==> config.mk <==
export PLATFORM = sky130hd
export DESIGN_NAME = seq_divider
export DESIGN_NICKNAME = d
export VERILOG_FILES = /design/src/rtl/seq_divider.sv
export SDC_FILE = /design/constraint.sdc
export NUM_CORES = 1
export LEC_CHECK = 0
export CORE_AREA = 3 3 83 85
export DETAILED_ROUTE_END_ITERATION = 10
export DIE_AREA = 0 0 86 88
export RECOVER_POWER = 100
export SYNTH_ARGS = -nofsm -noshare
export SYNTH_HDL_FRONTEND = slang
export SYNTH_SLANG_ARGS = --single-unit
==> constraint.sdc <==
create_clock -name clk -period 3.7 [get_ports clk]
set_input_delay 0.74 -clock clk [delete_from_list [all_inputs] [get_ports clk]]
set_output_delay 0.74 -clock clk [all_outputs]
set_load 0.03 [all_outputs]
==> src/rtl/seq_divider.sv <==
// 9-bit restoring sequential divider: one quotient bit per cycle, MSB first.
// Define SEQ_DIVIDER_REMAINDER_EN to register and drive the remainder output (otherwise tied to 0).
module seq_divider (
  input  logic       clk,
  input  logic       rst_n,
  input  logic       start,
  input  logic [8:0] dividend,
  input  logic [8:0] divisor,
  output logic       busy,
  output logic       done,
  output logic [8:0] quotient,
  output logic [8:0] remainder,
  output logic       div_zero
);

  typedef enum logic [1:0] {S_IDLE, S_BUSY, S_DONE} state_t;

  state_t     state_q, state_d;
  logic [3:0] cnt_q, cnt_d;
  logic [8:0] dvd_q, dvd_d;
  logic [8:0] dvs_q, dvs_d;
  logic [8:0] rem_q, rem_d;
  logic [8:0] quo_q, quo_d;
  logic [8:0] quotient_q, quotient_d;
  logic       div_zero_q, div_zero_d;

  logic [9:0] shifted;
  logic [9:0] trial;
  logic       borrow;
  logic       q_bit;
  logic [8:0] rem_next;
  logic       unused_trial_msb;

  // Trial subtraction: a non-negative result is always below the divisor, so 9 bits hold it.
  always_comb begin
    shifted          = {rem_q, dvd_q[cnt_q]};
    {borrow, trial}  = {1'b0, shifted} - {2'b00, dvs_q};
    q_bit            = ~borrow;
    rem_next         = q_bit ? trial[8:0] : shifted[8:0];
    unused_trial_msb = trial[9] ^ shifted[9];
  end

  always_comb begin
    state_d    = state_q;
    cnt_d      = cnt_q;
    dvd_d      = dvd_q;
    dvs_d      = dvs_q;
    rem_d      = rem_q;
    quo_d      = quo_q;
    quotient_d = quotient_q;
    div_zero_d = div_zero_q;
    case (state_q)
      S_IDLE: begin
        if (start) begin
          dvd_d   = dividend;
          dvs_d   = divisor;
          cnt_d   = 4'd8;
          rem_d   = '0;
          quo_d   = '0;
          state_d = S_BUSY;
        end
      end
      S_BUSY: begin
        rem_d = rem_next;
        quo_d = {quo_q[7:0], q_bit};
        if (cnt_q == 4'd0) begin
          quotient_d = {quo_q[7:0], q_bit};
          div_zero_d = (dvs_q == 9'd0);
          state_d    = S_DONE;
        end else begin
          cnt_d = cnt_q - 4'd1;
        end
      end
      S_DONE: state_d = S_IDLE;
      default: state_d = S_IDLE;
    endcase
  end

  always_ff @(posedge clk) begin
    if (!rst_n) begin
      state_q    <= S_IDLE;
      cnt_q      <= '0;
      dvd_q      <= '0;
      dvs_q      <= '0;
      rem_q      <= '0;
      quo_q      <= '0;
      quotient_q <= '0;
      div_zero_q <= 1'b0;
    end else begin
      state_q    <= state_d;
      cnt_q      <= cnt_d;
      dvd_q      <= dvd_d;
      dvs_q      <= dvs_d;
      rem_q      <= rem_d;
      quo_q      <= quo_d;
      quotient_q <= quotient_d;
      div_zero_q <= div_zero_d;
    end
  end

`ifdef SEQ_DIVIDER_REMAINDER_EN
  logic [8:0] remainder_q, remainder_d;

  always_comb begin
    remainder_d = remainder_q;
    if (state_q == S_BUSY && cnt_q == 4'd0) remainder_d = rem_next;
  end

  always_ff @(posedge clk) begin
    if (!rst_n) remainder_q <= '0;
    else        remainder_q <= remainder_d;
  end

  assign remainder = remainder_q;
`else
  assign remainder = '0;
`endif

  assign busy     = (state_q != S_IDLE);
  assign done     = (state_q == S_DONE);
  assign quotient = quotient_q;
  assign div_zero = div_zero_q;

endmodule
# == Word-level counts from Yosys, hierarchy flattened ==
# Cells that the tools add are included.
# op_classes
n_addsub,2
reduce_logical,10
mux,12
eq_ne,5
n_bitwise,1
order_cmp,1
# ops
op,n
$mux W9,2
$pmux W9 S2,1
$pmux W8 S2,1
$sub A10 B9 Y11,1
$logic_not A9 Y1,1
$mux W4,2
$pmux W4 S2,1
$reduce_and A2 Y1,4
$ne A2 B2 Y1 const B,3
$lt A4 B5 Y1 const B,1
$bmux W1 S4,1
$logic_not A4 Y1,1
$mux W2,2
$pmux W2 S2,1
$reduce_bool A2 Y1,2
$sub A4 B1 Y4 const B,1
$reduce_and A3 Y1,1
$eq A2 B1 Y1 const B,1
$eq A2 B2 Y1 const B,1
$logic_not A2 Y1,1
$mux W1,1
$not A1 Y1,1
# totals
regBits,51
out_inout_bits,21
elab_cells,39
input_bits,21

# == Depth between registers and ports, before layout ==
# logic_depth
depth_word,5
mapped_depth,11
mapped_depth_nobuf,10

# == Least setup slack after synthesis ==
# OpenSTA, ideal clock, no wires.
# synth_path
path_kind,register to register
start,register cnt_q[0]
end,register rem_q[1]
arrival_ns,2.529
required_time_ns,3.583
setup_time_ns,0.117
path_stages_with_launch,12
n_path_buf,1
synth_period_minus_slack_ns,2.646
setup_slack_ns,1.054
cell_sequence,dfxtp_1 mux4_2 mux2i_1 o21a_1 ha_1 fa_1 nand2b_1 a2111oi_4 or2_1 buf_4 a21oi_1 a22o_1
# synth_via
elab_chain_len,5
# synth_lines
item,line_no,text
"start, declared",19,"logic [3:0] cnt_q, cnt_d;"
"start signal, assigned",91,cnt_q <= cnt_d;
$bmux W1 S4,36,"shifted = {rem_q, dvd_q[cnt_q]};"
$mux W1 (not written as such),36,
$sub A10 B9 Y11,37,"{borrow, trial} = {1'b0, shifted} - {2'b00, dvs_q};"
$mux W9,39,rem_next = q_bit ? trial[8:0] : shifted[8:0];
$pmux W9 S2,52,case (state_q)
"end signal, assigned",94,rem_q <= rem_d;
"end, declared",22,"logic [8:0] rem_q, rem_d;"
# Every way passes these cells. The select of a mux whose other input is x is not followed.
# A chain may end at the register's enable or synchronous reset.

# == Worst setup path in the final report ==
# layout_path
start,register cnt_q[0]
end,register rem_q[0]
# layout_via
elab_chain_len,5
# layout_lines
item,line_no
$bmux W1 S4 *,36
$mux W1 (not written as such) *,36
$sub A10 B9 Y11,37
$mux W9 *,39
$pmux W9 S2 *,52
# Mark *: on every way between the ends. The rest lies on a longest branch, timed or not. The select of a mux whose other input is x is not followed.

==> impl_metrics.json <==
{
  "grt_pass1_vias": 1955,
  "ys.flop_type": "dfxtp_1",
  "vias_per_cell": 5.19,
  "setup_tns_ns": 0,
  "drt_iter0_drc": 69,
  "yosys_warnings": 0,
  "ys_top_cells_by_area": "dfxtp_1 41%, nand2_1 11%, a21oi_1 9.2%, ha_1 5.0%, nand3_1 4.0%",
  "grt_usage_pct": 14.7,
  "clk_latency_ns": 0.31,
  "pin_count": 42,
  "die-area_mm2": 0.00757,
  "critical_path_peak_fanout": 9,
  "path_common_cell": "mux2i_1",
  "final_hold_viol_count": 0,
  "regArea_mm2": 0.00102,
  "cts_resized": 0,
  "critPathSlowestCell": "nor2_1",
  "synth.distinct_cells": 42,
  "outcome": "completed",
  "postCtsSetupBuffers": 0,
  "finalCriticalPeriod_ns": 2.95,
  "arrival_ns": 3.17,
  "grt_setup_unrepaired": "false",
  "maxSlewHeadroom_pct": 31.5,
  "synth-async-reset-ratio_pct": 0,
  "htreeDepth": 2,
  "r2r_slack_ns": 0.75,
  "critical_path_buf_inv_count": 0,
  "wire_per_inst_um": 12.9,
  "area_growth_pct": 18.2,
  "crit_path_start_kind": "flip-flop",
  "holdPathStages": 2,
  "worstRegToRegCells": 10,
  "fp.dieW_um": 86,
  "num_rows": 29,
  "multi_input_area_mm2": 0.00132,
  "antenna_found_initial": 0,
  "port_buffers": 32,
  "finClkSkew_ns": 0.00736,
  "cp_cell_sequence": "mux4_2 > mux2i_1 > o21a_1 > ha_1 > fa_1 > nand2b_1 > a2111oi_4 > nor2_1 > mux2i_1 > a22o_1",
  "fmaxAchievable_mhz": 339,
  "cts_tree": "built",
  "cts-root-buf": "clkbuf_8",
  "synth_top_cell_by_area": "dfxtp_1",
  "fin_crit_sh_pct": 79.8,
  "grt_max_degree": 45,
  "synth_area_mm2": 0.00249,
  "start_util_pct": 39.7,
  "yosys_register_bits": 51,
  "place_area_mm2": 0.00281,
  "p_leak_uw": 0.00114,
  "cp_top_family": "multiplexers",
  "p_per_area_mw_per_mm2": 492,
  "die_h_um": 88,
  "drv_cap": 0,
  "regToRegEndpoint": "rem_q[0]",
  "critPathRequiredTime_ns": 3.91,
  "cts.sinks": 51,
  "seq_area_frac_synth_pct": 41.0,
  "worst_pin_slew_ns": 1.02,
  "slowest_delay_ns": 0.53,
  "cts_hold_buf": 0,
  "gr-total-overflow": 0,
  "drtAntennaViolNets": 0,
  "path_class": "reg -> reg",
  "fillers": 655,
  "globalplace.congestion": 0.840,
  "post-route-drc-count": 0,
  "hold_ws_ns": 0.456,
  "hold_path_class": "reg -> reg",
  "critPathCaptureType": "flip-flop",
  "setup_violations": 0,
  "hold_path_end": "quotient[5]",
  "dr.pass1.iters": 4,
  "synth_edf_count": 0,
  "peakVddDrop_mv": 0.207,
  "avgSynthCellArea_um2": 7.94,
  "dpl.hpwl_um": 3840,
  "coreArea_mm2": 0.00628,
  "route.vias.total": 2154,
  "clk_pin_slew_ns": 0.10,
  "synth_top_cell_area_share_pct": 41.0,
  "drv_slew": 0,
  "power_uw": 1450,
  "clockBufferDepth": 2,
  "min_from": "quotient[5]",
  "drive_above_1_share_pct": 4.44,
  "synth_cells": 314,
  "cts_buffers": 5,
  "wirelength_um": 5350,
  "diodes": 0,
  "fin_area_mm2": 0.00295,
  "grt_pass1_wl_um": 8940,
  "r2r_start": "cnt_q[0]",
  "nets": 369
}
## layer usage
metal | wire length, um | GRT usage, %
met1 | 2510 | 18.4
met2 | 2550 | 24.7
met3 | 203 | 3.76
met4 | 87 | 4.60
met5 | 0 | 0
## cells by family after synthesis
group	after synthesis	share of synthesized area, %
DFF	51	41.0
adders and majority gates	11	5.82
xor gates and xnor gates	5	1.76
AOI/OAI and AO/OA	71	17.8
and+or+nand+nor	133	23.5
muxes	4	2.61
other	1	0.150
buffers and inverters	38	7.38
## tightest hold or removal path: cells and delay by family, from the launching register on
kind,cells,cell delay [ns]
AO/OA/AOI/OAI,1,0.05
flip-flops,1,0.32
AND/OR/NAND/NOR,1,0.05
## state kept, by name, indices dropped and copies added, names as in the netlist
name and cells:
dvd_q 9, dvs_q 9, quotient 9, rem_q 9
quo_q 8, cnt_q 4, state_q 2, div_zero 1
## through the flow
step                std cells  setup slack (ns)  utilization [%]
finish                    415             0.746             46.9
global route              415             0.434             46.9
CTS                       415             0.852             47.0
detailed placement        407             0.853             44.7
global placement          407             0.924             44.7
floorplan                 322              1.05                -
## layout by cell type (no fill, tap or decap), types with 2 or more instances in the layout
cell type / n
nand2_1: 74
dfxtp_1: 51
a21oi_1: 46
nand3_1: 20
clkdlybuf4s50_1: 19
nor2_1: 18
inv_1: 13
dlygate4sd3_1: 13
ha_1: 10
conb_1: 9
nand2b_1: 6
o21ai_0: 5
clkbuf_8: 5
a211oi_1: 4
a32oi_1: 4
xor2_1: 4
nor3_1: 3
nand4_1: 3
mux4_2: 2
mux2i_1: 2
nor2b_1: 2
or2_0: 2
a31oi_1: 2
a22o_1: 2
bufinv_16: 2
## cell usage after synthesis (2+ instances only)
library cell and count:
mux4_2 2, nor2b_1 2, o21ai_1 3, buf_4 10, a32oi_1 4, clkbuf_1 11, nand3_1 20, a22o_1 2
a31oi_1 2, inv_1 13, or2_1 2, o21ai_0 2, buf_2 3, nor2_1 17, ha_1 10, mux2i_1 2
a211oi_1 4, xor2_1 4, nand2_1 74, nand2b_1 6, nor3_1 3, a21oi_1 46, dfxtp_1 51, nand4_1 3
## cell type report
type | count | share of cell area (%)
repair buffers | 32 | 10.9
flip-flops and latches | 51 | 34.7
inverters | 14 | 1.78
well taps | 77 | 3.27
clock inverters | 3 | 2.42
multi-input cells | 233 | 44.6
clock buffers | 5 | 2.34
## how the worst max path moves through the flow
| stage | from | cells after the start | endpoint |
|---|---|---|---|
| global route | cnt_q[0] | 10 | rem_q[0] |
| finish | cnt_q[0] | 10 | rem_q[0] |
| floorplan | cnt_q[0] | 11 | rem_q[1] |
| detailed placement | cnt_q[0] | 10 | rem_q[1] |
| CTS | cnt_q[0] | 10 | rem_q[1] |
| global placement | cnt_q[0] | 10 | rem_q[1] |
## where the power goes
group / internal, uW / switching, uW / total, uW
registers: 580 / 26.8 / 607
clock network: 275 / 198 / 472
logic: 142 / 229 / 370
No activity file was read; power rests on OpenSTA's default activity.
